--- src/rtl/si_master_pkg.sv ---
// Shared types and constants for the simple-interface UART master.
// The GET_CSUM state is only reached when SI_MASTER_CSUM_EN is defined.
package si_master_pkg;

    typedef enum logic [2:0] {
        IDLE,
        GET_DATA,
        GET_CSUM,
        ISSUE,
        SEND
    } state_t;

    localparam int         CMD_WR_BIT  = 7;
    localparam logic [7:0] CMD_RSV_MSK = 8'h70;
    localparam logic [7:0] NAK_BYTE    = 8'h4E;

endpackage

--- src/rtl/si_master_tmo.sv ---
// Inter-byte timeout counter: restarts on clr or while disabled, and flags
// expiry on the cycle the count reaches TIMEOUT-1 with no clear pending.
module si_master_tmo
    import si_master_pkg::*;
#(
    parameter int TIMEOUT = 50000
) (
    input  logic clk,
    input  logic rst,
    input  logic clr,
    input  logic en,
    output logic expire
);

    localparam int CW = $clog2(TIMEOUT + 1);

    logic [CW-1:0] cnt;

    assign expire = en && !clr && (cnt == CW'(TIMEOUT - 1));

    always_ff @(posedge clk) begin
        if (rst || clr || !en || expire) begin
            cnt <= '0;
        end else begin
            cnt <= cnt + CW'(1);
        end
    end

endmodule

--- src/rtl/si_uart_master.sv ---
// UART byte-stream to simple-interface bridge: decodes read/write commands,
// issues one re/we pulse, returns read data or an ACK. Option: SI_MASTER_CSUM_EN.
module si_uart_master
    import si_master_pkg::*;
#(
    parameter int         DW       = 32,
    parameter int         TIMEOUT  = 50000,
    parameter logic [7:0] ACK_BYTE = 8'h4B
) (
    input  logic          clk,
    input  logic          rstn,
    input  logic [7:0]    rx_data,
    input  logic          rx_valid,
    output logic [7:0]    tx_data,
    output logic          tx_valid,
    input  logic          tx_ready,
    output logic [3:0]    addr,
    output logic          re,
    output logic          we,
    output logic [DW-1:0] wd,
    input  logic [DW-1:0] rd,
    output logic          busy,
    output logic          err
);

    localparam int NB = DW / 8;

    state_t        state;
    logic [7:0]    byte_cnt;
    logic [7:0]    last_idx;
    logic          is_wr;
    logic [DW-1:0] rbuf;
    logic          collecting;
    logic          tmo_expire;
`ifdef SI_MASTER_CSUM_EN
    logic [7:0]    rx_csum;
    logic [7:0]    tx_csum;
    logic          is_nak;
`endif

    assign collecting = (state == GET_DATA) || (state == GET_CSUM);

    si_master_tmo #(.TIMEOUT(TIMEOUT)) u_tmo (
        .clk    (clk),
        .rst    (rstn),
        .clr    (rx_valid),
        .en     (collecting),
        .expire (tmo_expire)
    );

    // Index of the final response byte; the checksum adds one trailing byte.
    always_comb begin
`ifdef SI_MASTER_CSUM_EN
        if (is_nak) begin
            last_idx = 8'd0;
        end else begin
            last_idx = is_wr ? 8'd1 : 8'(NB);
        end
`else
        last_idx = is_wr ? 8'd0 : 8'(NB - 1);
`endif
    end

    always_ff @(posedge clk) begin
        if (rstn) begin
            state    <= IDLE;
            addr     <= '0;
            wd       <= '0;
            re       <= 1'b0;
            we       <= 1'b0;
            tx_data  <= '0;
            tx_valid <= 1'b0;
            busy     <= 1'b0;
            err      <= 1'b0;
            byte_cnt <= '0;
            is_wr    <= 1'b0;
            rbuf     <= '0;
`ifdef SI_MASTER_CSUM_EN
            rx_csum  <= '0;
            tx_csum  <= '0;
            is_nak   <= 1'b0;
`endif
        end else begin
            re  <= 1'b0;
            we  <= 1'b0;
            err <= 1'b0;
            case (state)
                IDLE: begin
                    if (rx_valid) begin
                        if ((rx_data & CMD_RSV_MSK) != 8'h00) begin
                            err <= 1'b1;
                        end else begin
                            addr     <= rx_data[3:0];
                            is_wr    <= rx_data[CMD_WR_BIT];
                            byte_cnt <= '0;
                            busy     <= 1'b1;
`ifdef SI_MASTER_CSUM_EN
                            rx_csum  <= rx_data;
                            is_nak   <= 1'b0;
                            state    <= rx_data[CMD_WR_BIT] ? GET_DATA : GET_CSUM;
`else
                            if (rx_data[CMD_WR_BIT]) begin
                                state <= GET_DATA;
                            end else begin
                                state <= ISSUE;
                                re    <= 1'b1;
                            end
`endif
                        end
                    end
                end
                GET_DATA: begin
                    if (rx_valid) begin
                        // Data arrives LSB first; constant indices keep the select static.
                        for (int i = 0; i < NB; i++) begin
                            if (byte_cnt == 8'(i)) wd[8*i +: 8] <= rx_data;
                        end
                        byte_cnt <= byte_cnt + 8'd1;
`ifdef SI_MASTER_CSUM_EN
                        rx_csum  <= rx_csum ^ rx_data;
                        if (byte_cnt == 8'(NB - 1)) state <= GET_CSUM;
`else
                        if (byte_cnt == 8'(NB - 1)) begin
                            state <= ISSUE;
                            we    <= 1'b1;
                        end
`endif
                    end else if (tmo_expire) begin
                        err   <= 1'b1;
                        state <= IDLE;
                        busy  <= 1'b0;
                    end
                end
`ifdef SI_MASTER_CSUM_EN
                GET_CSUM: begin
                    if (rx_valid) begin
                        if (rx_data == rx_csum) begin
                            state <= ISSUE;
                            we    <= is_wr;
                            re    <= !is_wr;
                        end else begin
                            err      <= 1'b1;
                            is_nak   <= 1'b1;
                            state    <= SEND;
                            tx_valid <= 1'b1;
                            tx_data  <= NAK_BYTE;
                            byte_cnt <= '0;
                            tx_csum  <= '0;
                        end
                    end else if (tmo_expire) begin
                        err   <= 1'b1;
                        state <= IDLE;
                        busy  <= 1'b0;
                    end
                end
`endif
                ISSUE: begin
                    err      <= rx_valid;
                    state    <= SEND;
                    tx_valid <= 1'b1;
                    byte_cnt <= '0;
`ifdef SI_MASTER_CSUM_EN
                    tx_csum  <= '0;
`endif
                    if (is_wr) begin
                        tx_data <= ACK_BYTE;
                    end else begin
                        tx_data <= rd[7:0];
                        rbuf    <= rd >> 8;
                    end
                end
                SEND: begin
                    err <= rx_valid;
                    if (tx_valid && tx_ready) begin
                        byte_cnt <= byte_cnt + 8'd1;
`ifdef SI_MASTER_CSUM_EN
                        tx_csum  <= tx_csum ^ tx_data;
`endif
                        if (byte_cnt == last_idx) begin
                            tx_valid <= 1'b0;
                            state    <= IDLE;
                            busy     <= 1'b0;
`ifdef SI_MASTER_CSUM_EN
                        end else if (byte_cnt == last_idx - 8'd1) begin
                            tx_data <= tx_csum ^ tx_data;
`endif
                        end else begin
                            tx_data <= rbuf[7:0];
                            rbuf    <= rbuf >> 8;
                        end
                    end
                end
                default: begin
                    state    <= IDLE;
                    busy     <= 1'b0;
                    tx_valid <= 1'b0;
                end
            endcase
        end
    end

endmodule

--- config.mk ---
export PLATFORM = sky130hd
export DESIGN_NAME = si_uart_master
export DESIGN_NICKNAME = d
export VERILOG_FILES = /design/src/rtl/si_master_pkg.sv /design/src/rtl/si_master_tmo.sv /design/src/rtl/si_uart_master.sv
export SDC_FILE = /design/constraint.sdc
export NUM_CORES = 1
export LEC_CHECK = 0
export BUFFER_PORTS_ARGS = -buffer_cell sky130_fd_sc_hd__buf_2
export CAP_MARGIN = 5
export CELL_PAD_IN_SITES_DETAIL_PLACEMENT = 1
export CELL_PAD_IN_SITES_GLOBAL_PLACEMENT = 2
export CORE_ASPECT_RATIO = 2
export CORE_MARGIN = 8
export CORE_UTILIZATION = 30
export DETAILED_ROUTE_END_ITERATION = 6
export GPL_TIMING_DRIVEN = 0
export PLACE_DENSITY_LB_ADDON = 0.1
export SYNTH_ARGS = -nofsm -noshare
export SYNTH_HDL_FRONTEND = slang
export SYNTH_SLANG_ARGS = --single-unit
--- constraint.sdc ---
create_clock -name clk -period 5 [get_ports clk]
set_input_delay 0.5 -clock clk [delete_from_list [all_inputs] [get_ports clk]]
set_output_delay 0.5 -clock clk [all_outputs]
set_load 0.005 [all_outputs]
Word-level counts from Yosys, hierarchy flattened:

Cells that the tools add are included.
Widths: inputs -> output; s select.

* bits in registers: 109
* latch bits: 0
* RAM bits: 0
* memory bits (read-only): 0
* bits of input ports: 44
* logic and storage cells: 111
* memories kept: 0

* $add $sub $neg: 2
* multipliers: 0
* div/mod/pow operators: 0
* order comparisons: 0
* equal/unequal tests: 20
* shift-type cells: 0
* muxes and demuxes: 38
* bitwise logic cells: 6
* reduce and logical (&&, ||, !) cells: 29

Operators by type and width (number)
* $mux 32: 3
* $pmux 32 s2: 1
* $mux 8: 7
* $pmux 8 s4: 1
* $mux 3: 7
* $reduce_and 3->1: 7
* $add 16x1->16 const B: 1
* $eq 16x16->1 const B: 1
* $eq 8x2->1 const B: 2
* $ne 2x2->1 const B: 8
* $pmux 8 s2: 1
* $mux 1: 12
* $pmux 3 s4: 1
* $add 8x1->8 const B: 1
* $eq 8x1->1 const B: 1
* $eq 8x2->1: 1
* $logic_not 8->1: 1
* $reduce_bool 8->1: 1
* $reduce_and 7->1: 1
* $eq 3x2->1 const B: 2
* $ne 3x2->1 const B: 2
* $not 1->1: 6
* $pmux 1 s3: 2
* $reduce_and 6->1: 1
* other kinds (16): 24

Longest topological paths before layout:

Gate-level depths: netlist (run 1).

* word-level depth: 7
* gate-level depth with buffers: 7
* mapped depth without buffers: 6

By module:

From an unflattened synthesis (run 1), not the netlist that was laid out.

* cells, all modules: 509
* area, all modules: 4510.6 um2

By module, submodules not included
* si_uart_master: instances 1, cells each 428, area each 3722.3 um2, sequential area each 1701.6 um2
* si_master_tmo: instances 1, cells each 81, area each 788.3 um2, sequential area each 320.3 um2

Worst setup path after synthesis (run 1):

OpenSTA, ideal clock, no wires.

* kind: input to register
* from: input rx_data[4]
* to: register byte_cnt[5]
* library setup time: 0.070 ns
* data arrival time: 2.065 ns
* slack: 2.865 ns
* stages: 6
* buffers on the path: 1
* cells stage by stage: or4b_4 a211oi_2 o21ai_1 buf_2 or4_1 a21oi_1

* cells in the longest elaborated chain, start to end: 3

Ends and longest elaborated chain
* start, declared: RTL line si_uart_master.sv:12 `input logic [7:0] rx_data,`
* $reduce_bool 8->1: RTL line si_uart_master.sv:90 `if ((rx_data & CMD_RSV_MSK) != 8'h00) begin`
* $ne 2x2->1 (no line)
* $reduce_and 5->1 (no line)
* end signal, assigned: RTL line si_uart_master.sv:118 `byte_cnt <= byte_cnt + 8'd1;`
* end signal, assigned: RTL line si_uart_master.sv:175 `byte_cnt <= byte_cnt + 8'd1;`
* end, declared: RTL line si_uart_master.sv:29 `logic [7:0] byte_cnt;`

No other way between the ends.
A chain may end at the register's enable or synchronous reset.

Worst setup path in the final report (run 1):

* from: register state[2]
* to: register rbuf[22]

* cells in the longest elaborated chain, start to end: 3
* elaborated cells between the ends (all ways): 8

Ends and longest elaborated chain
* start, declared: RTL line si_uart_master.sv:28 `state_t state;`
* start signal, assigned: RTL line si_uart_master.sv:66 `state <= IDLE;`
* start signal, assigned: RTL line si_uart_master.sv:103 `state <= GET_DATA;`
* start signal, assigned: RTL line si_uart_master.sv:105 `state <= ISSUE;`
* $eq 3x2->1 / $eq 3x3->1 (equally long branches): RTL line si_uart_master.sv:87 `case (state)`
* $ne 2x2->1 (no line) / $reduce_bool 2->1 (equally long branches)
* $reduce_and 4->1 (no line)
* end signal, assigned: RTL line si_uart_master.sv:169 `rbuf <= rd >> 8;`
* end signal, assigned: RTL line si_uart_master.sv:189 `rbuf <= rbuf >> 8;`
* end, declared: RTL line si_uart_master.sv:32 `logic [DW-1:0] rbuf;`

Several ways; a longest one is shown, not always the timed one.

==> impl_metrics.ini, run 1 <==
[global_route]
grt_pass1_wl_um = 24000
grt_max_degree = 18
grt_pass1_vias = 4474
grt_use_met1_pct = 20.8
use_met2_pct = 26.0
busiest_layer = met2
antenna_found_initial = 0
overflow = 0
grt.met3_usage_pct = 2.75
grt_usage_pct = 16.1

[routing]
drt_iter0_drc = 120
drc_errors = 0
firstDrtPassIters = 4
drt-total-wl_um = 15200
via_count = 4218
drt-wirelength-per-cell_um = 18.3
final_antenna_net_count = 0
viasPerCell = 5.08

[logic_synthesis]
async_flop_share_pct = 0
yosys-top-cells-area = dfxtp_1, a21oi_1, nand2_1, nand3_1, nor2_1
syn_area_per_cell_sq_um = 8.38
syn_nets = 578
ys.flop_type = dfxtp_1
post-synth-top-area-cell = dfxtp_1
yosys_warnings = 0
ys_seq_elements = 101
synth-edff-count = 0
synthCells = 529
synth_top_area_share_pct = 45.6
synth_seq_area_share_pct = 45.6
synth.cell_area_sq_mm = 0.00444
synth.distinct_cells = 54

[run_status]
outcome = finished, final reports clean

[timing]
setup_tns_ps = 0
setup_viol = 0
relSlewSlack_pct = 40.7
period_minus_slack_ps = 2540
hold_violations = 0
worst_slew_pin_slew_ps = 889
finalMaxSlewViolations = 0
rsz0062_at_grt = no
post-route-period-util_pct = 50.7
max_freq_mhz = 394
fin_skew_ps = 7.77

[clock_tree]
cts_resized = 0
clk_pin_slew_ps = 70
htreeDepth = 3
cts_tree = built
clkLatencyLatePin_ps = 350
cts_buffer_depth = 2
hold_buffers = 0
cts.sinks = 101
post_cts_buffers = 0
cts-root-buf = clkbuf_16
cts_buffers = 9

[placement]
hpwl_um = 11300
routabilityCongestion = 0.783
portBuffers = 91
placed_area_sq_mm = 0.00513

[die]
pin_count = 93
die-area_sq_mm = 0.0192
die_height_um = 188
fp.dieW_um = 102
num_rows = 63
initial_utilization_pct = 30.3
core_area_sq_mm = 0.0147

[pwr]
power-per-cell-area_mw_per_mm2 = 436
p_leak_nw = 2.08
ir_drop_uv = 178

[cells_and_area]
postLayoutCellArea_sq_mm = 0.00548
final_cell_mix = dfxtp_1, buf_2, a21oi_1
utilization_pct = 37.4
layout_commonest_cell = dfxtp_1
n_antenna_cell = 0
nNetsFinal = 680
drive_above_1_share_pct = 21.7
syn2layout_area_growth_pct = 23.6

[setup_path]
critPathMaxStageDelay_ps = 710
worstPathArrival_ps = 2800
crit_slowest_cell = a21oi_1
cp.required_ps = 5270
crit_path_end_kind = flip-flop
cp_max_fo = 10
critical_path_class = flip-flop to flip-flop
crit_path_start_kind = flip-flop
worstPathCellList = or3b_2, clkbuf_1, a21oi_1, clkbuf_1, o21ai_0, a21oi_1

[job]
max_cap_viol_count = 0

[worst_hold_path]
hold_class = primary input to flip-flop
cells in the mapped netlist, types with 6 or more instances:
master    number
inv_1          8
xor2_1        11
nor3b_1        6
buf_2          9
or3_1          8
nand3_1       49
o21ai_0       20
clkbuf_1      23
nor2_1        36
a311oi_1      15
xnor2_1        8
nand2_1       80
dfxtp_1      101
a21oi_1       84
worst paths after layout:
check | start | to | slack (ps) | cells past startpoint
max | state[2] | rbuf[22] | 2460 | 6
min | rd[28] | rbuf[20] | 410 | 3
max reg2reg | state[2] | rbuf[22] | 2460 | 6
min reg2reg | wd[12] | wd[12] | 460 | 2
registers in the layout, summed over array words and instances, names as in the netlist, 3 cells and up:
register and count:
wd 32, addr 4, u_tmo.cnt 16, state 3, rbuf 24, tx_data 8
byte_cnt 8
layout make-up:
| type | instances | area [sq um] |
|---|---|---|
| plain buffers | 35 | 155 |
| clock buffers | 9 | 225 |
| clock inverters | 7 | 120 |
| fillers | 1844 | 9180 |
| inverters | 8 | 30.0 |
| multi-input cells | 385 | 2230 |
| flip-flops and latches | 101 | 2020 |
| well taps | 195 | 244 |
| repair buffers | 91 | 455 |
power by group:
part | switching (W) | total [W] | internal, W
Sequential | 0.0000587 | 0.000950 | 0.000891
Combinational | 0.000399 | 0.000618 | 0.000220
Clock | 0.000330 | 0.000823 | 0.000493
Total | 0.000788 | 0.00239 | 0.00160
critical path, delay by kind of cell, from the launching register on:
kind	cells	cell delay [ps]
AND/OR/NAND/NOR	1	460
flip-flops	1	430
buffers and inverters	2	570
AO/OA/AOI/OAI	3	1000
metrics by stage:
stage	cells	hold WS, ps	total power, W	setup WS [ps]
final	831	414	0.00239	2460
after global routing	831	412	0.00253	2300
after floorplan	529	426	0.00137	2870
after global placement	815	441	0.00159	2370
after CTS	831	401	0.00243	2380
after detailed placement	815	451	0.00159	2380
kinds of logic after synthesis:
kind of cell,Yosys count,synth area share [%]
adders and majority gates,5,1.41
and+or+nand+nor,213,23.8
buffers and inverters,43,4.17
AOI/OAI and AO/OA,143,20.2
muxes,5,1.13
xor gates and xnor gates,19,3.75
DFF,101,45.6
layer usage:
layer,part of all wire [%],vias up
met3,3.5,11
met4,1.3,0
met5,0,-
met1,47,2044
met2,48,83
li1,-,2080
(Power assumes the default switching activity.)
==> run 2, diff against run 1 <==
--- a/config.mk
+++ b/config.mk
@@ -11,7 +11,7 @@
 export CELL_PAD_IN_SITES_GLOBAL_PLACEMENT = 2
 export CORE_ASPECT_RATIO = 2
 export CORE_MARGIN = 8
-export CORE_UTILIZATION = 30
+export CORE_UTILIZATION = 29
 export DETAILED_ROUTE_END_ITERATION = 6
 export GPL_TIMING_DRIVEN = 0
 export PLACE_DENSITY_LB_ADDON = 0.1
==> constraint.sdc (replaced) <==
create_clock -name clk -period 2.2 [get_ports clk]
set_input_delay 0.22 -clock clk [delete_from_list [all_inputs] [get_ports clk]]
set_output_delay 0.22 -clock clk [all_outputs]
set_load 0.005 [all_outputs]
==> impl_metrics.ini, run 2 (synthesis results as in run 1) <==
[job]
max_cap_viol_count = 0

[timing]
rsz0062_at_grt = yes
worst_slew_pin_slew_ps = 725
fin_skew_ps = 7.26
post-route-period-util_pct = 97.0
max_freq_mhz = 469
finalMaxSlewViolations = 0
setup_slack_ps = 66.0
whs_ps = 126
hold_violations = 0
relSlewSlack_pct = 51.7
period_minus_slack_ps = 2130
setup_viol = 0

[pwr]
power_frac_clock_pct = 30.3
swShare_pct = 35.5
p_leak_nw = 2.16
ir_drop_uv = 364
p_int_w = 0.00343
p_comb_share_pct = 28.9
p_sw_w = 0.00189
seq_power_share_pct = 40.8
power-per-cell-area_mw_per_mm2 = 945

[cells_and_area]
nNetsFinal = 687
drive_above_1_share_pct = 26.0
final_cell_mix = dfxtp_1, buf_2, a21oi_1
utilization_pct = 37.2
largestRegisters = wd: 32 flops, rbuf: 24 flops, u_tmo.cnt: 16 flops
final_cells = 841
largest_reg_flops = 32
layout_commonest_cell = dfxtp_1
n_antenna_cell = 0
top_register = wd
syn2layout_area_growth_pct = 26.9

[run_status]
outcome = finished, final reports clean

[clock_tree]
htreeDepth = 3
cts_buffers = 9
hold_buffers = 0
cts-root-buf = clkbuf_16
cts.sinks = 101
clk_pin_slew_ps = 70
clkLatencyLatePin_ps = 350
cts_buffer_depth = 2
cts_tree = built

[die]
num_rows = 64
die-area_sq_mm = 0.0197
fp.dieW_um = 103
pin_count = 93
initial_utilization_pct = 29.3
core_area_sq_mm = 0.0151
die_height_um = 191

[setup_path]
crit_path_start_kind = flip-flop
reg2reg_setup_slack_ps = 70
worstPathCellList = buf_4, or3b_2, nor4_4, buf_4, buf_4, nand2_4, nand2_1, a21oi_1
crit_path_end_kind = flip-flop
critical_path_class = flip-flop to flip-flop
critPathMaxStageDelay_ps = 530
cp.required_ps = 2410
r2r_cells = 8
worstPathArrival_ps = 2350
path_common_cell = buf_4
crit_slowest_cell = or3b_2
cp_max_fo = 10

[global_route]
grt_pass1_wl_um = 24300
grt_pass1_vias = 4453
grt_max_degree = 19
grt_usage_pct = 16.1
overflow = 0
antenna_found_initial = 0

[routing]
drt_iter0_drc = 135
drt-total-wl_um = 15500
firstDrtPassIters = 4
viasPerCell = 4.95
drc_errors = 0
final_antenna_net_count = 0
via_count = 4164
drt-wirelength-per-cell_um = 18.5

[worst_hold_path]
hold_class = primary input to flip-flop
worstHoldPathCells = 3

[placement]
routabilityCongestion = 0.769
hpwl_um = 11400
place_ws_ps = -386
portBuffers = 91
dp_cells = 818
[run 2: cell count changes in the layout (fill, tap and decap cells not counted), sizes merged]
cell / before / now
inv: 10 / 12
clkinv: 1 / 0
clkbuf: 33 / 32
bufinv: 3 / 0
buf: 102 / 111
clkinvlp: 1 / 2
[run 2: worst max-delay path: cells and delay by family, from the launching register on]
kind / cells / cell delay [ps]
buf+inv: 3 / 510
simple gates: 4 / 1060
flops: 1 / 360
compound gates: 1 / 70
[run 2: metal layers]
metal / routed length [um] / track usage, %
met5: 0 / 0
met4: 169 / 4.77
met1: 7290 / 21.1
met2: 7430 / 25.8
met3: 643 / 2.96
[run 2: path summary, 6_finish.rpt]
check | from | end
setup / recovery | state[2] | wd[5]
hold / removal | rd[31] | rbuf[23]
setup reg to reg | state[2] | wd[5]
hold reg to reg | wd[9] | wd[9]
[run 2: repair_timing]
action	in CTS	in global routing
endpoints found under the setup margin	92	75
cloned	0	1
resized for setup	18	27
pin swaps	3	3
buffers inserted	4	4
[run 2: power groups by stage]
stage | combinational, W | clock (W) | sequential [W]
detailed placement | 0.00143 | 0 | 0.00220
floorplan | 0.000948 | 0 | 0.00217
global route | 0.00171 | 0.00172 | 0.00220
finish | 0.00154 | 0.00161 | 0.00217
global placement | 0.00142 | 0 | 0.00220
CTS | 0.00150 | 0.00166 | 0.00216
[run 2: layout make-up]
cell class / instances / area (sq um)
Fill cell: 1822 / 9510
Multi-Input combinational cell: 385 / 2330
Sequential cell: 101 / 2030
Timing Repair Buffer: 100 / 527
Tap cell: 198 / 248
Clock buffer: 10 / 239
Buffer: 33 / 173
Clock inverter: 6 / 52.6
Inverter: 8 / 30.0
[run 2: metrics by stage]
| step | total power (W) | setup TNS [ps] | area [sq um] |
|---|---|---|---|
| floorplan | 0.00312 | 0 | 4440 |
| global placement | 0.00362 | -20620 | 5140 |
| detailed placement | 0.00363 | -21290 | 5140 |
| CTS | 0.00532 | 0 | 5530 |
| global route | 0.00563 | -59.8 | 5630 |
| finish | 0.00532 | 0 | 5630 |
